<file path="config.mk">
export PLATFORM = sky130hd
export DESIGN_NAME = if_stage
export DESIGN_NICKNAME = d
export VERILOG_FILES = /design/src/rtl/if_stage.sv
export SDC_FILE = /design/constraint.sdc
export NUM_CORES = 1
export LEC_CHECK = 0
export CAP_MARGIN = 20
export CELL_PAD_IN_SITES_DETAIL_PLACEMENT = 0
export CELL_PAD_IN_SITES_GLOBAL_PLACEMENT = 1
export CORE_MARGIN = 1
export CORE_UTILIZATION = 33
export DETAILED_ROUTE_END_ITERATION = 16
export PLACE_DENSITY = 0.88
export SYNTH_ARGS = -nofsm -noshare
export SYNTH_HDL_FRONTEND = slang
export SYNTH_SLANG_ARGS = --single-unit
</file>
<file path="constraint.sdc">
create_clock -name clk -period 4.5 [get_ports clk]
set_clock_uncertainty 0.05 [all_clocks]
set_input_delay 0.675 -clock clk [delete_from_list [all_inputs] [get_ports clk]]
set_output_delay 0.675 -clock clk [all_outputs]
set_load 0.03 [all_outputs]
</file>
<file path="src/rtl/if_stage.sv">
// Instruction-fetch stage: owns the PC, drives the instruction-memory address and
// registers the fetched word plus its PC+4 into the IF/ID pipeline register.
// Handles EX redirects (flush), hazard-unit stalls and a HALT opcode that freezes fetch.
module if_stage #(
  parameter int unsigned          PC_WIDTH    = 32,
  parameter logic [PC_WIDTH-1:0]  RESET_PC    = '0,
  parameter logic [31:0]          NOP_INSTR   = 32'h0000_0000,
  parameter logic [5:0]           HALT_OPCODE = 6'b111111,
  parameter int unsigned          CNT_WIDTH   = 16
) (
  input  logic                 clk,
  input  logic                 reset,
  input  logic                 stall,
  input  logic                 branch_taken,
  input  logic [PC_WIDTH-1:0]  branch_target,
  output logic [PC_WIDTH-1:0]  imem_addr,
  input  logic [31:0]          imem_rdata,
  output logic [PC_WIDTH-1:0]  pc,
  output logic [31:0]          ifid_instr,
  output logic [PC_WIDTH-1:0]  ifid_pc4,
  output logic                 ifid_valid,
  output logic                 halted,
  output logic [CNT_WIDTH-1:0] fetch_count
);

  logic [PC_WIDTH-1:0]  pc_q, pc_d;
  logic [31:0]          instr_q, instr_d;
  logic [PC_WIDTH-1:0]  pc4_q, pc4_d;
  logic                 valid_q, valid_d;
  logic                 halted_q, halted_d;
  logic [CNT_WIDTH-1:0] cnt_q, cnt_d;

  logic [PC_WIDTH-1:0]  pc_plus4;

  assign pc_plus4 = pc_q + PC_WIDTH'(4);

  // Next-state selection; priority is redirect > stall > halted > normal fetch.
  always_comb begin
    pc_d     = pc_q;
    instr_d  = instr_q;
    pc4_d    = pc4_q;
    valid_d  = valid_q;
    halted_d = halted_q;
    cnt_d    = cnt_q;
    if (branch_taken) begin
      // Any HALT already fetched is on the wrong path, so fetch is released too.
      pc_d     = {branch_target[PC_WIDTH-1:2], 2'b00};
      instr_d  = NOP_INSTR;
      valid_d  = 1'b0;
      halted_d = 1'b0;
    end else if (stall) begin
      // Hold everything.
    end else if (halted_q) begin
      // HALT word has already gone downstream; feed bubbles from here on.
      instr_d = NOP_INSTR;
      valid_d = 1'b0;
    end else begin
      pc_d    = pc_plus4;
      instr_d = imem_rdata;
      pc4_d   = pc_plus4;
      valid_d = 1'b1;
      cnt_d   = cnt_q + CNT_WIDTH'(1);
      if (imem_rdata[31:26] == HALT_OPCODE) begin
        halted_d = 1'b1;
      end
    end
  end

  // State registers with asynchronous active-high reset.
  always_ff @(posedge clk or posedge reset) begin
    if (reset) begin
      pc_q     <= RESET_PC;
      instr_q  <= NOP_INSTR;
      pc4_q    <= '0;
      valid_q  <= 1'b0;
      halted_q <= 1'b0;
      cnt_q    <= '0;
    end else begin
      pc_q     <= pc_d;
      instr_q  <= instr_d;
      pc4_q    <= pc4_d;
      valid_q  <= valid_d;
      halted_q <= halted_d;
      cnt_q    <= cnt_d;
    end
  end

  // Address comes straight from the PC register, so it only moves on edges or reset.
  assign imem_addr   = pc_q;
  assign pc          = pc_q;
  assign ifid_instr  = instr_q;
  assign ifid_pc4    = pc4_q;
  assign ifid_valid  = valid_q;
  assign halted      = halted_q;
  assign fetch_count = cnt_q;

endmodule

</file>
Yosys cells after proc, flatten, opt, wreduce, memory -nomap -nowiden
Cells that the tools add are included.
W data, S select, Z words.
{ "classes": {"reduce_logical": 2, "muxes": 13, "eq_ne": 3, "add_sub_neg": 2, "n_bitwise": 3} }
{ "ops": {"columns": ["op", "count"], "rows": [
  ["$mux W32", 6],
  ["$add A32 B3 Y32 const B", 1],
  ["$add A16 B1 Y16 const B", 1],
  ["$mux W1", 7],
  ["$eq A6 B6 Y1 const B", 1],
  ["$not A1 Y1", 3],
  ["$reduce_and A3 Y1", 1],
  ["$ne A2 B1 Y1 const B", 1],
  ["$ne A2 B2 Y1 const B", 1],
  ["$reduce_and A2 Y1", 1]
]} }
{ "word_totals": {"ff_bits": 114, "wordCells": 29, "out_inout_bits": 146} }

Logic depth before layout (Yosys ltp)
Gate-level depths: netlist (run 1).
{ "logic_depth": {"depth_word": 5, "depth_mapped": 7, "ltp_nobuf": 5} }

Least setup slack after synthesis (run 1)
OpenSTA, ideal clock, no wires.
{ "synth_timing": {"path_type": "input -> register", "startpoint": "input branch_taken", "endpoint": "register cnt_q[12] (netlist: fetch_count[12])", "t_arrival_ps": 1957, "path_buffers": 1, "path_slack_ps": 2359, "stages": 6, "path_cell_list": "buf_2 nor4b_1 nand3_1 nor2_1 nand3_1 xnor2_1"} }
{ "synth_between": {"elab_chain_cells": 2} }
{ "synth_rtl": {"columns": ["item", "line", "rtl"], "rows": [
  ["from (decl)", "14", "input logic branch_taken,"],
  ["$not A1 Y1 (no source line)", null, null],
  ["$reduce_and A3 Y1 (no source line)", null, null],
  ["to (signal assigned)", "84", "cnt_q <= cnt_d;"],
  ["to (decl)", "31", "logic [CNT_WIDTH-1:0] cnt_q, cnt_d;"]
]} }
No other way between the ends.
A chain may end at the register's enable or synchronous reset.

Worst setup path after layout (run 1)
{ "layout_timing": {"startpoint": "input stall", "endpoint": "register pc_q[28] (netlist: imem_addr[28])"} }
{ "layout_between": {"elab_chain_cells": 2} }
{ "layout_rtl": {"columns": ["item", "line", "rtl"], "rows": [
  ["from (decl)", "13", "input logic stall,"],
  ["$ne A2 B1 Y1 (no source line)", null, null],
  ["$reduce_and A2 Y1 (no source line)", null, null],
  ["to (signal assigned)", "79", "pc_q <= pc_d;"],
  ["to (decl)", "26", "logic [PC_WIDTH-1:0] pc_q, pc_d;"]
]} }
No other way between the ends.

==> results of run 1 <==
## where the power goes
group	leakage [nW]	internal (W)	switching, W
registers	1.37	0.00110	0.000128
logic	1.58	0.000382	0.000489
clock network	0.157	0.000469	0.000373
## state kept, by name, indices dropped and copies added (netlist names)
signal	count
fetch_count	16
halted	1
ifid_instr	32
ifid_pc4	30
ifid_valid	1
imem_addr	30
## layout make-up
cell class / count / area share
Tap cell: 216 / 0.0349
Clock inverter: 5 / 0.00841
Clock buffer: 11 / 0.0327
Multi-Input combinational cell: 349 / 0.291
Sequential cell: 110 / 0.356
Inverter: 4 / 0.00226
Timing Repair Buffer: 213 / 0.275
## cell families after synthesis
| family | after synthesis | share of synthesized area |
|---|---|---|
| AND/OR/NAND/NOR | 173 | 0.172 |
| multiplexers | 4 | 0.00807 |
| AO/OA/AOI/OAI | 92 | 0.108 |
| XOR/XNOR | 72 | 0.116 |
| buffers and inverters | 74 | 0.0832 |
| flip-flops | 110 | 0.507 |
| other | 1 | 0.000691 |
| adder cells (fa/ha/maj) | 2 | 0.00461 |
## stage by stage
step	total power, W	setup WS [ns]	utilization	area, µm²	hold slack (ns)
finish	0.00294	1.88	0.485	7740	0.417
global route	0.00308	1.81	0.485	7740	0.436
CTS	0.00298	1.88	0.485	7740	0.425
detailed placement	0.00212	1.50	0.465	7420	0.415
global placement	0.00210	1.46	0.464	7400	0.409
floorplan	0.00175	0.873	-	5450	0.599
## cells in the mapped netlist (4+ instances only)
library cell	number
and4_1	6
dfrtp_1	110
nor3_2	5
xor2_1	30
buf_1	4
o21ai_0	26
nor3_1	10
buf_6	4
inv_1	4
clkbuf_1	19
nand3_1	12
a22o_1	32
buf_4	36
and2_1	6
buf_2	7
nand2_1	49
nand4_1	18
a21oi_1	29
nor2_1	46
xnor2_1	42
and3_1	5
## how the worst min path moves through the flow
stage	endpoint	slack [ns]
floorplan	fetch_count[15]	0.60
global placement	ifid_valid	0.41
detailed placement	ifid_valid	0.42
CTS	fetch_count[15]	0.43
global route	ifid_valid	0.44
finish	fetch_count[15]	0.42
## worst max-delay path: cells and delay by family
| family | cells | cell delay (ns) |
|---|---|---|
| buffers and inverters | 2 | 0.77 |
| AND/OR/NAND/NOR | 3 | 1.13 |
| AO/OA/AOI/OAI | 1 | 0.07 |
| XOR/XNOR | 1 | 0.14 |
## metal layers
layer / track usage / up-vias / part of all wire
li1: - / 2087 / -
met1: 0.213 / 2103 / 0.44
met2: 0.289 / 134 / 0.49
met3: 0.0324 / 17 / 0.057
met4: 0.0677 / 0 / 0.018
met5: 0 / - / 0
==> run summary, run 1 <==
The run finished with clean final reports. The root buffer cell is clkbuf_16. The endpoint identified for the worst register-to-register timing path is imem_addr[20]. The worst IR drop on VDD is about 180 µV. The number of diodes added for antenna fixing is 0. The row count came out at 46. The synthesized area per cell is about 10 µm². The dominant cell type by area after synthesis is dfrtp_1.

The most critical setup path has its startpoint at stall. The growth of design area from synthesis to finish is 42.6%. The number of max-cap violations is 0. In the finished design, the share of the clock period the worst path needs comes to 0.582.

The clock-pin slew on the worst setup and hold paths is 0.07 ns. The total negative slack for setup checks came out at 0 ns. The capturing element type of the critical path is a flop. The first-pass GRT wire length came out at around 22 mm. The remaining antenna violation count is 0.

The maximum clock insertion buffer count came out at 2. For this run, the slowest stage of the critical path takes ~0.53 ns. The startpoint identified for the worst register-to-register timing path is imem_addr[4]. The estimated wirelength of the detail-placed design is a little over 10 mm. The count of H-tree levels built during CTS is 3. The number of enable-type register cells in the synthesized netlist came out at 0.

The post-detailed-routing wire length came out at about 14 mm. The total die area came out at around 17,000 µm². The largest individual stage delay along the critical path comes from the cell or4_4. The most used flip-flop cell after synthesis is dfrtp_1. Headroom to the max-slew limit came out at 0.417.

The path depth of the worst reg2reg path is 5. The filler-free cell count of the finished design is 908. The area taken by flip-flops and latches came out at approximately 2800 µm². The initial antenna violation count came out at 0.

The leakage power summed over all cells is 3.10 nW. Traced cell by cell, the critical path runs through clkdlybuf4s50_1, or2_1, buf_4, or4_4, nor3_1, xnor2_1, o21ai_1. The synthesis warning total is 0. Following the worst setup path forward leads to its endpoint at imem_addr[28]. The overall global routing resource usage came out at 0.170.

The power per cell area is around 380 nW/µm². The count of mapped cells out of synthesis came out at between 500 and 600. The cell count of the worst hold path is 1.

Entering global routing, the biggest net connects 48 pins. In this run the cell area of the synthesized design comes to 5430 µm². The port buffer count is 205. The cts-stage hold buffer count is 0.

The data arrival at the endpoint of the critical path is roughly 2.8 ns. The area occupied by multi-input gates is 2250 µm². The die span in x is 130 µm. The slack of the worst reg-to-reg path came out at ~2.3 ns. TritonCTS built the clock tree.

The number of library cell types mapped by synthesis is 40. For the pin with the worst max-slew slack, the measured transition is 0.871 ns. The shortest period the worst path allows is between 2 and 3 ns. Counting flops and latches in the post-synthesis netlist gives 110. The library cell used most frequently in the layout, excluding fill and tap cells, is clkdlybuf4s50_1. In this run the worst hold path is classified as flop to flop. The via count of the first global-routing pass is between 4,000 and 5,000.

The worst hold path begins at fetch_count[15]. The maximum operating frequency is roughly 0.38 GHz. The final net count is between 700 and 800.

The TritonCTS sink count is between 100 and 150. The total CTS buffers is 9. The detail-routed net length per standard cell is 15.7 µm. The library cells used most frequently in the layout, excluding fill and tap cells, are clkdlybuf4s50_1, dfrtp_1, nand2_1, nor2_1, xnor2_1. The critical path in this run is classified as input pin to flop. For this run, the register share of the synthesized area comes to 0.507. The number of filler cells placed in the layout is around 1,500. Using the TritonRoute via totals, the vias-per-cell ratio works out to roughly 4.8. The number of top-level pins came out at 214. The total vias in the final route came out at 4,341.

The total global routing overflow is 0. The area share of the largest cell type after synthesis is 0.507. The count of cells resized by post-cts repair came out at 0. The setup violation total in the final timing report came out at 0.

By area the synthesized netlist is led by dfrtp_1, xnor2_1, a22o_1, buf_4, xor2_1. The number of violations reported at the end of detailed-routing iteration 0 came out at roughly 160. The post-CTS setup buffer count came out at 0. The proportion of synthesized flip-flops having asynchronous set or reset is 1.00.

Setup repair after global routing left no endpoint under its margin. The count of endpoints failing hold in the final timing report is 0. Once placement completed, the tool counted placed cells totaling around 890. The final estimated routing congestion in global placement is just under 0.8.

The share of layout cells above drive strength 1 is 0.0636. STA classifies the critical path startpoint as an input pin. The number of slew-limit violations in the final report came out at 0. The region available for standard cell placement spans between 15,000 and 20,000 µm².

The count of unresolved DRC violations after routing came out at 0. The effective utilization at floorplan came out at 0.340. The die is 130 µm tall. The largest fanout of any net on the critical path came out at 9. The later pin in the worst-skew pair is clocked with a latency of 0.35 ns. The required time reported for the critical path endpoint came out at around 4.7 ns.

The first detailed-routing pass took 4 iterations.
Note: power is estimated with default switching activity, not from simulation.
==> inputs of run 2 (changes only) <==
==> constraint.sdc (replaced) <==
create_clock -name clk -period 2.5 [get_ports clk]
set_clock_uncertainty 0.05 [all_clocks]
set_input_delay 0.375 -clock clk [delete_from_list [all_inputs] [get_ports clk]]
set_output_delay 0.375 -clock clk [all_outputs]
set_load 0.03 [all_outputs]
==> run 2 against run 1 <==
Compared with the run above: setup slack worse by 1.5 ns; via count is 0.46% higher; sequential cell count stayed put; clock power is 64% higher; critical path type is now flop to primary output.
==> run summary, run 2 (synthesis results as in run 1) <==
The flow ran to the end, and the final reports show no timing, DRC or antenna violations. The power per cell area is 663 nW/µm² (+75%). The via count of the first global-routing pass is 4,321 (+0.47%). The worst hold path belongs to the class input pin to flop.

The leakage power summed over all cells came out at 3.14 nW (+1.0%). The total CTS buffers came out at 9 (unchanged). The final net count came out at 767 (+1.3%).

The final estimated routing congestion in global placement is 0.785 (about the same). The number of violations reported at the end of detailed-routing iteration 0 is 152 (-3.2%). The nature of the critical path startpoint is a flop. The setup violation total in the final timing report is 0 (unchanged). The cts-stage hold buffer count is 0 (unchanged). The die span in x is 130 µm (unchanged). The worst-skew pair later-pin latency is 0.35 ns (about the same).

The count of H-tree levels built during CTS came out at 3 (unchanged). The total placed cells including tap cells is 902 (+1.1%). The area taken by flip-flops and latches is 2750 µm² (unchanged). The number of flip-flops in the largest register is 32 (unchanged). The worst setup margin came out at 0.387 ns (-1.49 ns). The share of layout cells above drive strength 1 came out at 0.0769 (+0.0133). The instance area after placement came out at 7510 µm² (+1.2%). The post-CTS setup buffer count came out at 0 (unchanged).

The count of unresolved DRC violations after routing is 0 (unchanged). The path depth of the worst reg2reg path is 5 (unchanged). The number of filler cells placed in the layout was 1,450 (-0.62%). The first-pass iteration count of the detailed router came out at 6 (+2). The data arrival at the endpoint of the critical path came out at 1.69 ns (-1.10 ns).

The required time reported for the critical path endpoint came out at 2.08 ns (-2.59 ns). The detailed route wirelength on metal2 came out at 7.29 mm (+5.3%). The post-placement setup slack came out at 0.168 ns (-1.33 ns). The number of top-level pins is 214 (unchanged).

The post-detailed-routing wire length is 14.4 mm (+1.5%). The critical path is of the flop to primary output type. The y dimension of the die is 130 µm (unchanged).

The total vias in the final route is 4,361 (+0.46%). The smallest hold slack is 0.373 ns (-0.0447 ns). The transition time at the pin with the least slew margin came out at 0.601 ns (-0.269 ns). The area occupied by multi-input gates came out at 2250 µm² (unchanged).

The detail-routed net length per standard cell is 15.7 µm (+0.41%). The final non-filler cell area is 7790 µm² (+0.74%). Static timing analysis puts the maximum clock frequency at 0.473 GHz.

The first-pass GRT wire length is 22.5 mm (+1.7%). The total core area is 15,900 µm² (unchanged). The slowest stage of the critical path is the clkdlybuf4s50_1 cell. Traced cell by cell, the critical path runs through clkdlybuf4s50_1. The filler-free cell count of the finished design is 918 (+1.1%). The port buffer count is 205 (unchanged). The max-slew headroom at the worst pin is 0.597 (+0.180). The number of max-cap violations came out at 0 (unchanged).

The number of slew-limit violations in the final report came to 0 (unchanged). The estimated wirelength of the detail-placed design came out at 10.7 mm (+2.9%). The capturing element type of the critical path is a primary output.

The number of diodes added for antenna fixing came out at 0 (unchanged). The count of cells resized by post-cts repair was 0 (unchanged). The row count is 46 (unchanged). The wire length the detailed router placed on met1 came out at 6.28 mm (+0.82%).

The effective utilization at floorplan is 0.340 (unchanged). The remaining antenna violation count is 0 (unchanged). The CTS tree is yes.

Setup repair after global routing left no endpoint under its margin. The total die area was 17,000 µm² (unchanged). The total negative slack for setup checks is 0 ns (unchanged).

The overall global routing resource usage is 0.172 (+0.00158). The library cell used most frequently in the layout, excluding fill and tap cells, is clkdlybuf4s50_1. The top routing layer in use is met4.

The delay of the slowest cell on the worst path came out at 0.75 ns (+0.22 ns). The initial antenna violation count is 0 (unchanged). The shortest period the worst path allows came out at roughly 2.1 ns. The cell count of the worst hold path came out at 2 (+1). The worst IR drop on VDD came to 291 µV (+66%). The share of the clock period used by the worst path came out at 0.845. The TritonCTS sink count came out at 110 (unchanged). The count of endpoints failing hold in the final timing report is 0 (unchanged). The library cells used most frequently in the layout, excluding fill and tap cells, are clkdlybuf4s50_1, dfrtp_1, nand2_1, nor2_1, xnor2_1. The pin count of the biggest net entering global routing came out at 48 (unchanged).

The gate family responsible for the most delay along the worst path is buffers and inverters. The buffering stage count on the worst path with inverters included is 1 (-1). The maximum clock insertion buffer count is 2 (unchanged). The total number of cells along the worst setup path came out at 1 (-6). The root buffer cell is clkbuf_16. The growth of design area from synthesis to finish is 43.6%. The routed length on met3 came out at 716 µm (-11%). The largest fanout of any net on the critical path is 9 (unchanged).

The clock-pin slew on the worst setup and hold paths came to 0.07 ns (about the same). The total global routing overflow came out at 0 (unchanged). The via density per instance came to 4.75 (-0.63%).
==> run 2: cell types whose count changed in the layout (fill, tap and decap cells not counted), sizes merged <==
| cell | previous run | this run |
|---|---|---|
| bufinv | 1 | 0 |
| clkinvlp | 0 | 2 |
| clkinv | 2 | 5 |
| buf | 9 | 19 |
| clkbuf | 11 | 10 |
| inv | 6 | 3 |
==> run 2: power breakdown <==
group | switching (W) | leakage [nW] | internal [W]
sequential | 0.000235 | 1.37 | 0.00198
clock | 0.000668 | 0.139 | 0.000709
combinational | 0.000879 | 1.63 | 0.000700
==> run 2: cell type report <==
cell class	instances	share of cell area
inverter	4	0.00241
timing repair buffer	223	0.284
sequential	110	0.353
clock buffer	10	0.0307
tap	216	0.0347
clock inverter	6	0.00610
multi-input combinational	349	0.289
==> run 2: through the flow <==
step / total power (W) / utilization
3_5_place_dp: 0.00383 / 0.471
6_report: 0.00517 / 0.489
4_1_cts: 0.00524 / 0.489
3_3_place_gp: 0.00380 / 0.470
2_1_floorplan: 0.00314 / -
5_1_grt: 0.00543 / 0.489
==> run 2: metal layers <==
layer  GRT usage  up-vias
li1            -     2107
met1       0.220     2116
met2       0.293      128
met3      0.0320       10
met4      0.0527        0
met5           0        -
==> run 2: final timing paths <==
path,from,endpoint,slack (ns)
min in group asynchronous,reset,imem_addr[30],0.38
worst min-delay path,branch_taken,halted,0.37
max in group asynchronous,reset,ifid_pc4[28],1.42
worst min register to register,fetch_count[15],fetch_count[15],0.42
worst max register to register,imem_addr[14],imem_addr[21],0.40
worst max-delay path,imem_addr[14],pc[14],0.39
